<file path="src/rtl/systolic_result_drain.sv">
// Buffers completed 2x2 accumulator tiles in a two-deep FIFO and streams them out
// one element per handshake, optionally saturating each result to OUT_WIDTH.
module systolic_result_drain #(
  parameter int ACCUM_WIDTH = 64,
  parameter int OUT_WIDTH   = 32
) (
  input  logic                          clk_i,
  input  logic                          rst_i,
  input  logic                          done_i,
  input  logic signed [ACCUM_WIDTH-1:0] c00_i,
  input  logic signed [ACCUM_WIDTH-1:0] c01_i,
  input  logic signed [ACCUM_WIDTH-1:0] c10_i,
  input  logic signed [ACCUM_WIDTH-1:0] c11_i,
  input  logic                          sat_en_i,
  output logic                          tile_ready_o,
  output logic                          out_valid_o,
  input  logic                          out_ready_i,
  output logic [OUT_WIDTH-1:0]          out_data_o,
  output logic [1:0]                    out_idx_o,
  output logic                          out_last_o,
  output logic                          out_sat_o,
  output logic                          overflow_o,
  input  logic                          clear_ovf_i,
  output logic                          busy_o
);

  if (OUT_WIDTH >= ACCUM_WIDTH) begin : g_width_check
    $error("systolic_result_drain: OUT_WIDTH must be narrower than ACCUM_WIDTH");
  end

  localparam logic [OUT_WIDTH-1:0] OUT_MAX = {1'b0, {(OUT_WIDTH-1){1'b1}}};
  localparam logic [OUT_WIDTH-1:0] OUT_MIN = {1'b1, {(OUT_WIDTH-1){1'b0}}};
  localparam logic signed [ACCUM_WIDTH-1:0] MAX_V = {{(ACCUM_WIDTH-OUT_WIDTH){1'b0}}, OUT_MAX};
  localparam logic signed [ACCUM_WIDTH-1:0] MIN_V = {{(ACCUM_WIDTH-OUT_WIDTH){1'b1}}, OUT_MIN};

  typedef enum logic {IDLE, STREAM} state_t;

  // Result layout: {clamped, data}
  function automatic logic [OUT_WIDTH:0] sat_conv(input logic signed [ACCUM_WIDTH-1:0] v,
                                                  input logic en);
    if (!en)        return {1'b0, v[OUT_WIDTH-1:0]};
    if (v > MAX_V)  return {1'b1, OUT_MAX};
    if (v < MIN_V)  return {1'b1, OUT_MIN};
    return {1'b0, v[OUT_WIDTH-1:0]};
  endfunction

  logic signed [ACCUM_WIDTH-1:0] mem [0:1][0:3];
  logic                          mem_sat [0:1];
  logic                          wr_ptr, rd_ptr;
  logic [1:0]                    count;
  logic [1:0]                    idx;
  logic                          ovf;
  state_t                        state;
  logic                          capture, xfer, pop;
  logic [OUT_WIDTH:0]            conv;

  assign capture = done_i && (count != 2'd2);
  assign xfer    = out_valid_o && out_ready_i;
  assign pop     = xfer && (idx == 2'd3);

  always_ff @(posedge clk_i or posedge rst_i) begin
    if (rst_i) begin
      state  <= IDLE;
      count  <= 2'd0;
      wr_ptr <= 1'b0;
      rd_ptr <= 1'b0;
      idx    <= 2'd0;
      ovf    <= 1'b0;
    end else begin
      if (capture) wr_ptr <= ~wr_ptr;
      if (pop)     rd_ptr <= ~rd_ptr;
      case ({capture, pop})
        2'b10:   count <= count + 2'd1;
        2'b01:   count <= count - 2'd1;
        default: count <= count;
      endcase
      if (xfer) idx <= idx + 2'd1;
      // A dropped tile outranks a clear request in the same cycle
      if (done_i && (count == 2'd2)) ovf <= 1'b1;
      else if (clear_ovf_i)          ovf <= 1'b0;
      case (state)
        IDLE:    if (capture) state <= STREAM;
        STREAM:  if (pop && (count == 2'd1) && !capture) state <= IDLE;
        default: state <= IDLE;
      endcase
    end
  end

  // Payload storage carries no reset; the head is only read while a tile is buffered
  always_ff @(posedge clk_i) begin
    if (capture) begin
      mem[wr_ptr][0]  <= c00_i;
      mem[wr_ptr][1]  <= c01_i;
      mem[wr_ptr][2]  <= c10_i;
      mem[wr_ptr][3]  <= c11_i;
      mem_sat[wr_ptr] <= sat_en_i;
    end
  end

  // Writes go to the tail slot, so the head element stays stable under backpressure
  assign conv         = sat_conv(mem[rd_ptr][idx], mem_sat[rd_ptr]);
  assign out_valid_o  = (state == STREAM);
  assign out_data_o   = out_valid_o ? conv[OUT_WIDTH-1:0] : '0;
  assign out_sat_o    = out_valid_o && conv[OUT_WIDTH];
  assign out_idx_o    = idx;
  assign out_last_o   = out_valid_o && (idx == 2'd3);
  assign overflow_o   = ovf;
  assign busy_o       = (count != 2'd0);
  assign tile_ready_o = (count != 2'd2);

endmodule
</file>
<file path="config.mk">
export PLATFORM = sky130hd
export DESIGN_NAME = systolic_result_drain
export DESIGN_NICKNAME = d
export VERILOG_FILES = /design/src/rtl/systolic_result_drain.sv
export SDC_FILE = /design/constraint.sdc
export NUM_CORES = 1
export LEC_CHECK = 0
export ABC_CLOCK_PERIOD_IN_PS = 16100
export BUFFER_PORTS_ARGS = -buffer_cell sky130_fd_sc_hd__buf_4
export CAP_MARGIN = 25
export CORE_AREA = 3 3 264 162
export CTS_CLUSTER_DIAMETER = 40
export DETAILED_ROUTE_END_ITERATION = 10
export DIE_AREA = 0 0 267 165
export PLACE_DENSITY = 0.71
export REMOVE_ABC_BUFFERS = 1
export SYNTH_ARGS = -nofsm -noshare
export SYNTH_HDL_FRONTEND = slang
export SYNTH_SLANG_ARGS = --single-unit
export TNS_END_PERCENT = 1
</file>
<file path="constraint.sdc">
create_clock -name clk_i -period 16.1 [get_ports clk_i]
set_input_delay 2.415 -clock clk_i [delete_from_list [all_inputs] [get_ports clk_i]]
set_output_delay 2.415 -clock clk_i [all_outputs]
set_load 0.005 [all_outputs]
</file>
==> results of run 1 <==
[cell type report]
type	instances	area share, %
Tap cell	531	2.71
Inverter	8	0.122
Antenna cell	6	0.0612
Multi-Input combinational cell	274	17.2
Clock inverter	30	1.02
Timing Repair Buffer	314	9.75
Clock buffer	58	5.35
Sequential cell	522	63.8
[power by group through the flow]
stage / Sequential [mW] / Combinational, mW / Clock (mW)
after floorplan: 2.19 / 0.933 / 0
after global placement: 2.03 / 1.39 / 0
after detailed placement: 2.04 / 1.41 / 0
after CTS: 2.01 / 1.42 / 1.15
after global routing: 2.04 / 1.51 / 1.21
final: 2.00 / 1.40 / 1.12
[per-stage QoR]
step           total power [mW]  instances  hold WS, ps
4_1_cts                    4.58       1736          516
3_5_place_dp               3.45       1648          512
5_1_grt                    4.76       1743          555
3_3_place_gp               3.42       1648          497
6_report                   4.52       1743          520
2_1_floorplan              3.12        804          460
[logic make-up (layout without fill, tap and decap cells)]
kind of cell / count (synthesis) / count (layout) / share of synthesized area, %
AO/OA/AOI/OAI: 38 / 38 / 1.67
XOR/XNOR: 5 / 5 / 0.217
flip-flops: 522 / 522 / 77.6
adder cells (fa/ha/maj): 5 / 5 / 0.310
AND/OR/NAND/NOR: 32 / 32 / 0.968
multiplexers: 194 / 194 / 17.6
other: 0 / 6 / 0
buffers and inverters: 54 / 410 / 1.68
[metal layers]
metal	vias up	global-route usage, %
li1	4294	-
met1	5014	27.7
met2	316	29.2
met3	62	4.45
met4	2	5.60
met5	-	0
[worst max path at each step]
stage / endpoint / slack (ps) / cells past startpoint / start
detailed placement: out_data_o[4] / 9010 / 8 / out_idx_o[0]
finish: out_data_o[0] / 8470 / 8 / out_idx_o[0]
global placement: out_data_o[16] / 9150 / 8 / out_idx_o[0]
floorplan: mem[0][0] / 2050 / 2 / done_i
global route: out_data_o[11] / 8130 / 8 / out_idx_o[0]
CTS: out_data_o[0] / 8390 / 8 / out_idx_o[0]
[state kept, by name, summed over array words and instances, names as in the netlist]
| signal | count |
|---|---|
| count | 2 |
| mem | 512 |
| mem_sat | 2 |
| out_idx_o | 2 |
| out_valid_o | 1 |
| overflow_o | 1 |
| rd_ptr | 1 |
| wr_ptr | 1 |
[critical path: cells and delay by family (launching register included)]
kind	cells	cell delay, ps
flip-flops	1	900
AND/OR/NAND/NOR	2	840
multiplexers	2	830
AO/OA/AOI/OAI	2	1080
buffers and inverters	2	890
[layout by cell type, fill, tap and decap left out, types with 6 or more instances in the layout]
cell type	instances
buf_4	312
clkbuf_1	6
clkbuf_16	51
clkinv_1	8
clkinv_2	12
diode_2	6
edfxtp_1	514
inv_1	7
mux2i_1	64
mux4_2	127
nand2_1	8
nand4_1	8
nor4_1	8
o31ai_1	21
o31ai_2	10
==> results.toml, run 1 <==
[status]
status = "finished, final reports clean"

[timing]
fmax_mhz = 131
tns_ps = 0
fin_ws_ps = 8470
min_period_over_period_pct = 47.4
slew_viol_final = 0
fin_skew_ps = 17.2
fin_crit_ps = 7630
rsz0062_at_grt = "false"
hold_viol_final = 0
finalSetupViolations = 0
tightest_slew_ps = 1020
slew_headroom_pct = 32.3

[worst_setup_path]
cp_max_fo = 40
reg2reg_depth = 6
cp-end-kind = "output pin"
r2r_end = "mem[1][23]"
cp_common_cell = "buf_4"
arrival_ps = 5210
crit_path_top_delay_cell = "dfrtp_4"
r2r_slack_ps = 12460
startpoint_type = "flip-flop"
slowest_delay_ps = 900
critical_path_class = "reg -> out"
cp.required_ps = 13690
crit_chain = "buf_4, mux4_2, mux2i_1, nand4_1, nor4_2, a2111o_2, o31ai_1, buf_4"
crit-reg2reg-launch = "count[0]"

[pwr]
swShare_pct = 29.3
p_int_mw = 3.20
p_leak_nw = 8.60
max-vdd-ir-drop_mv = 0.0979
pwr-share-clk_pct = 24.8
p_seq_share_pct = 44.3
p_sw_mw = 1.33
p_per_area_nw_per_um2 = 185
pwr-share-comb_pct = 30.9

[floorplanning]
die_area_um2 = 44100
start_util_pct = 49.9
die_y_um = 165
die_w_um = 267
ios = 302
core_um2 = 40400
num_rows = 57

[route]
drc_errors = 0
wl_met3_mm = 2.71
ant_nets = 0
num_vias = 9688
top_layer_used = "met5"
drt_iter0_drc = 915
wl_met1_mm = 18.4
routed_wl_mm = 41.9
wl_met2_mm = 19.8
wl_per_cell_um = 24.0
detail_route.vias_per_cell = 5.56
drtPass1Iterations = 5

[synthesis]
syn_area_um2 = 20200
synth-seq-area-share_pct = 77.6
ys_ff_latch = 522
syn_inst = 850
synth.area.top_cells = "edfxtp_1, mux4_2, mux2i_1"
synth_enable_flop_cells = 514
synth_flop_cell = "edfxtp_1"
synth_area_leader_cell = "edfxtp_1"
syn_avg_cell_area_um2 = 23.7
ys_async_sr_fraction_pct = 1.53
ys_warn_count = 0
ys_top_cells_by_count = "edfxtp_1, mux4_2, mux2i_1"
yosys.area.top_type_share_pct = 76.6
synth.distinct_cells = 31
synth_most_common_cell = "edfxtp_1"

[clock_network]
cts_max_level = 2
clock_sinks = 522
clk_pin_slew_ps = 60
cts_buffers = 49
cts_resized = 0
clock_path_buffers = 3
clk_latency_ps = 560
cts_tree = "built"
cts_root_buf = "clkbuf_16"
hold_buffers = 0
post_cts_buffers = 0

[global_routing]
antenna_found_initial = 7
grt_pass1_wl_mm = 62.2
grt_overflow = 0
grt_max_degree = 164
grt_util_all_layers_pct = 19.0
grt_pass1_vias = 10300

[layout]
regArea_um2 = 15600
syn_to_final_growth_pct = 21.6
multi_input_area_um2 = 4210
layout.nets = 1436
final_util_pct = 60.7
final_area_um2 = 24500
fillCellCount = 2876
final_layout_size_suffix_gt1_share_pct = 44.5

[place]
portBuffers = 301
hpwl_mm = 27.0
routabilityCongestion = 0.719
place_ws_ps = 9010
dpl_cell_area_um2 = 22900

[worst_hold_path]
min_to = "count[0]"
holdCritStartpoint = "count[0]"
min_path_type = "reg -> reg"
whs_path_depth = 1

[flow_run]
maxCapViolations = 0
No activity file was read; power rests on OpenSTA's default activity.
==> inputs of run 2 (changes only) <==
Settings changed: ABC_CLOCK_PERIOD_IN_PS 16100 to 6500, PLACE_DENSITY 0.71 to 0.74.
Clock period 16.1 ns to 6.5 ns, I/O delays scaled along.
==> run 2 against run 1 <==
Compared with the run above:
- critical path depth is the same
- worst hold slack worse by 140 ps
- clock skew is 11 ps higher
- clock-buffer cell count increased by 1
- combinational power is 150% higher
- largest power group unchanged
- via count increased by 0.28%
- clock power rose to 2.6 times the previous value
==> results.toml, run 2 (synthesis results as in run 1) <==
[status]
status = "finished, final reports clean"

[global_routing]
grt_overflow = 0
grt_util_all_layers_pct = 18.9
grt_max_degree = 162
grt_pass1_vias = 10300
grt_pass1_wl_mm = 62.1
antenna_found_initial = 1

[place]
hpwl_mm = 27.1
dpl_cell_area_um2 = 22900
routabilityCongestion = 0.739
portBuffers = 301
dp.cells = 1651

[worst_setup_path]
cp_max_fo = 45
reg2reg_depth = 6
r2r_slack_ps = 3450
critical_path_class = "reg -> out"
cp.required_ps = 5520
startpoint_type = "flip-flop"
cp-end-kind = "output pin"
crit_path_top_delay_cell = "a2111o_2"
crit_chain = "buf_4, mux4_2, mux2i_1, nand4_1, nor4_2, a2111o_2, o31ai_1, buf_4"
arrival_ps = 4780
cp_common_cell = "buf_4"
slowest_delay_ps = 920

[clock_network]
cts_root_buf = "clkbuf_16"
clk_latency_ps = 580
cts_buffers = 51
post_cts_buffers = 0
clock_sinks = 522
cts_tree = "built"
hold_buffers = 0
cts_max_level = 2
clk_pin_slew_ps = 60
cts_resized = 0
clock_path_buffers = 3

[route]
drt_iter0_drc = 935
drtPass1Iterations = 5
drc_errors = 0
routed_wl_mm = 41.7
wl_per_cell_um = 23.9
ant_nets = 0
detail_route.vias_per_cell = 5.57
num_vias = 9715

[floorplanning]
die_area_um2 = 44100
ios = 302
die_w_um = 267
die_y_um = 165
num_rows = 57
core_um2 = 40400
start_util_pct = 49.9

[timing]
whs_ps = 380
slew_headroom_pct = 23.4
finalSetupViolations = 0
tightest_slew_ps = 1150
fin_crit_ps = 5750
rsz0062_at_grt = "false"
fin_skew_ps = 28.7
min_period_over_period_pct = 88.5
slew_viol_final = 0
fmax_mhz = 174
hold_viol_final = 0

[pwr]
p_per_area_nw_per_um2 = 463
p_leak_nw = 8.63
p_sw_mw = 3.37
pwr-share-clk_pct = 25.7
p_seq_share_pct = 43.8
swShare_pct = 29.6
p_int_mw = 8.03
max-vdd-ir-drop_mv = 0.286
pwr-share-comb_pct = 30.6

[layout]
antenna_cells = 0
layout_commonest_cell = "edfxtp_1"
final_cell_mix = "edfxtp_1, buf_4, mux4_2, mux2i_1, clkbuf_16"
syn_to_final_growth_pct = 22.1
top_register = "mem"
final_layout_size_suffix_gt1_share_pct = 44.9
largest_reg_flops = 512
final_util_pct = 61.0
final_area_um2 = 24600
fin_cells = 1745
layout.nets = 1440

[flow_run]
maxCapViolations = 0

[worst_hold_path]
min_path_type = "in -> async"
[run 2: path summary, 6_finish.rpt]
check	end	start
setup / recovery	out_data_o[13]	out_idx_o[1]
hold / removal	out_idx_o[0]	rst_i
setup reg to reg	mem[0][20]	count[0]
hold reg to reg	count[0]	count[0]
max in group asynchronous	out_idx_o[1]	rst_i
min in group clk_i	count[0]	count[0]
[run 2: worst max-delay path: cells and delay by family, from the launching register on]
kind / cells / cell delay [ps]
compound gates: 2 / 1170
simple gates: 2 / 930
flops: 1 / 890
buf+inv: 2 / 600
mux: 2 / 560
[run 2: cell type report]
class                           count  area, um2
Clock buffer                       59       1310
Clock inverter                     35        362
Multi-Input combinational cell    274       4210
Tap cell                          531        664
Fill cell                        2823      15800
Inverter                            8       30.0
Sequential cell                   522      15600
Timing Repair Buffer              316       2400
[run 2: stage by stage]
step           TNS (ps)  total power [mW]  setup WS (ps)
5_1_grt               0              12.0            504
3_5_place_dp          0              8.59           1410
2_1_floorplan  -1853430              7.73          -6110
4_1_cts               0              11.5            794
6_report              0              11.4            746
3_3_place_gp          0              8.52           1420
[run 2: power by group through the flow]
stage	combinational (mW)	clock [mW]	sequential (mW)
after floorplan	2.31	0	5.42
after global placement	3.49	0	5.02
after detailed placement	3.52	0	5.06
after CTS	3.54	3.00	5.00
after global routing	3.78	3.15	5.06
final	3.49	2.93	4.99
[run 2: routing by layer]
metal  track usage (%)  vias up  share of wire, %  wire length [um]
li1                  -     4305                 -                 -
met1              27.5     5007                43             17900
met2              30.1      347                49             20300
met3              4.27       54               7.1              2980
met4              3.68        2               1.3               547
met5                 0        -             0.019                 8
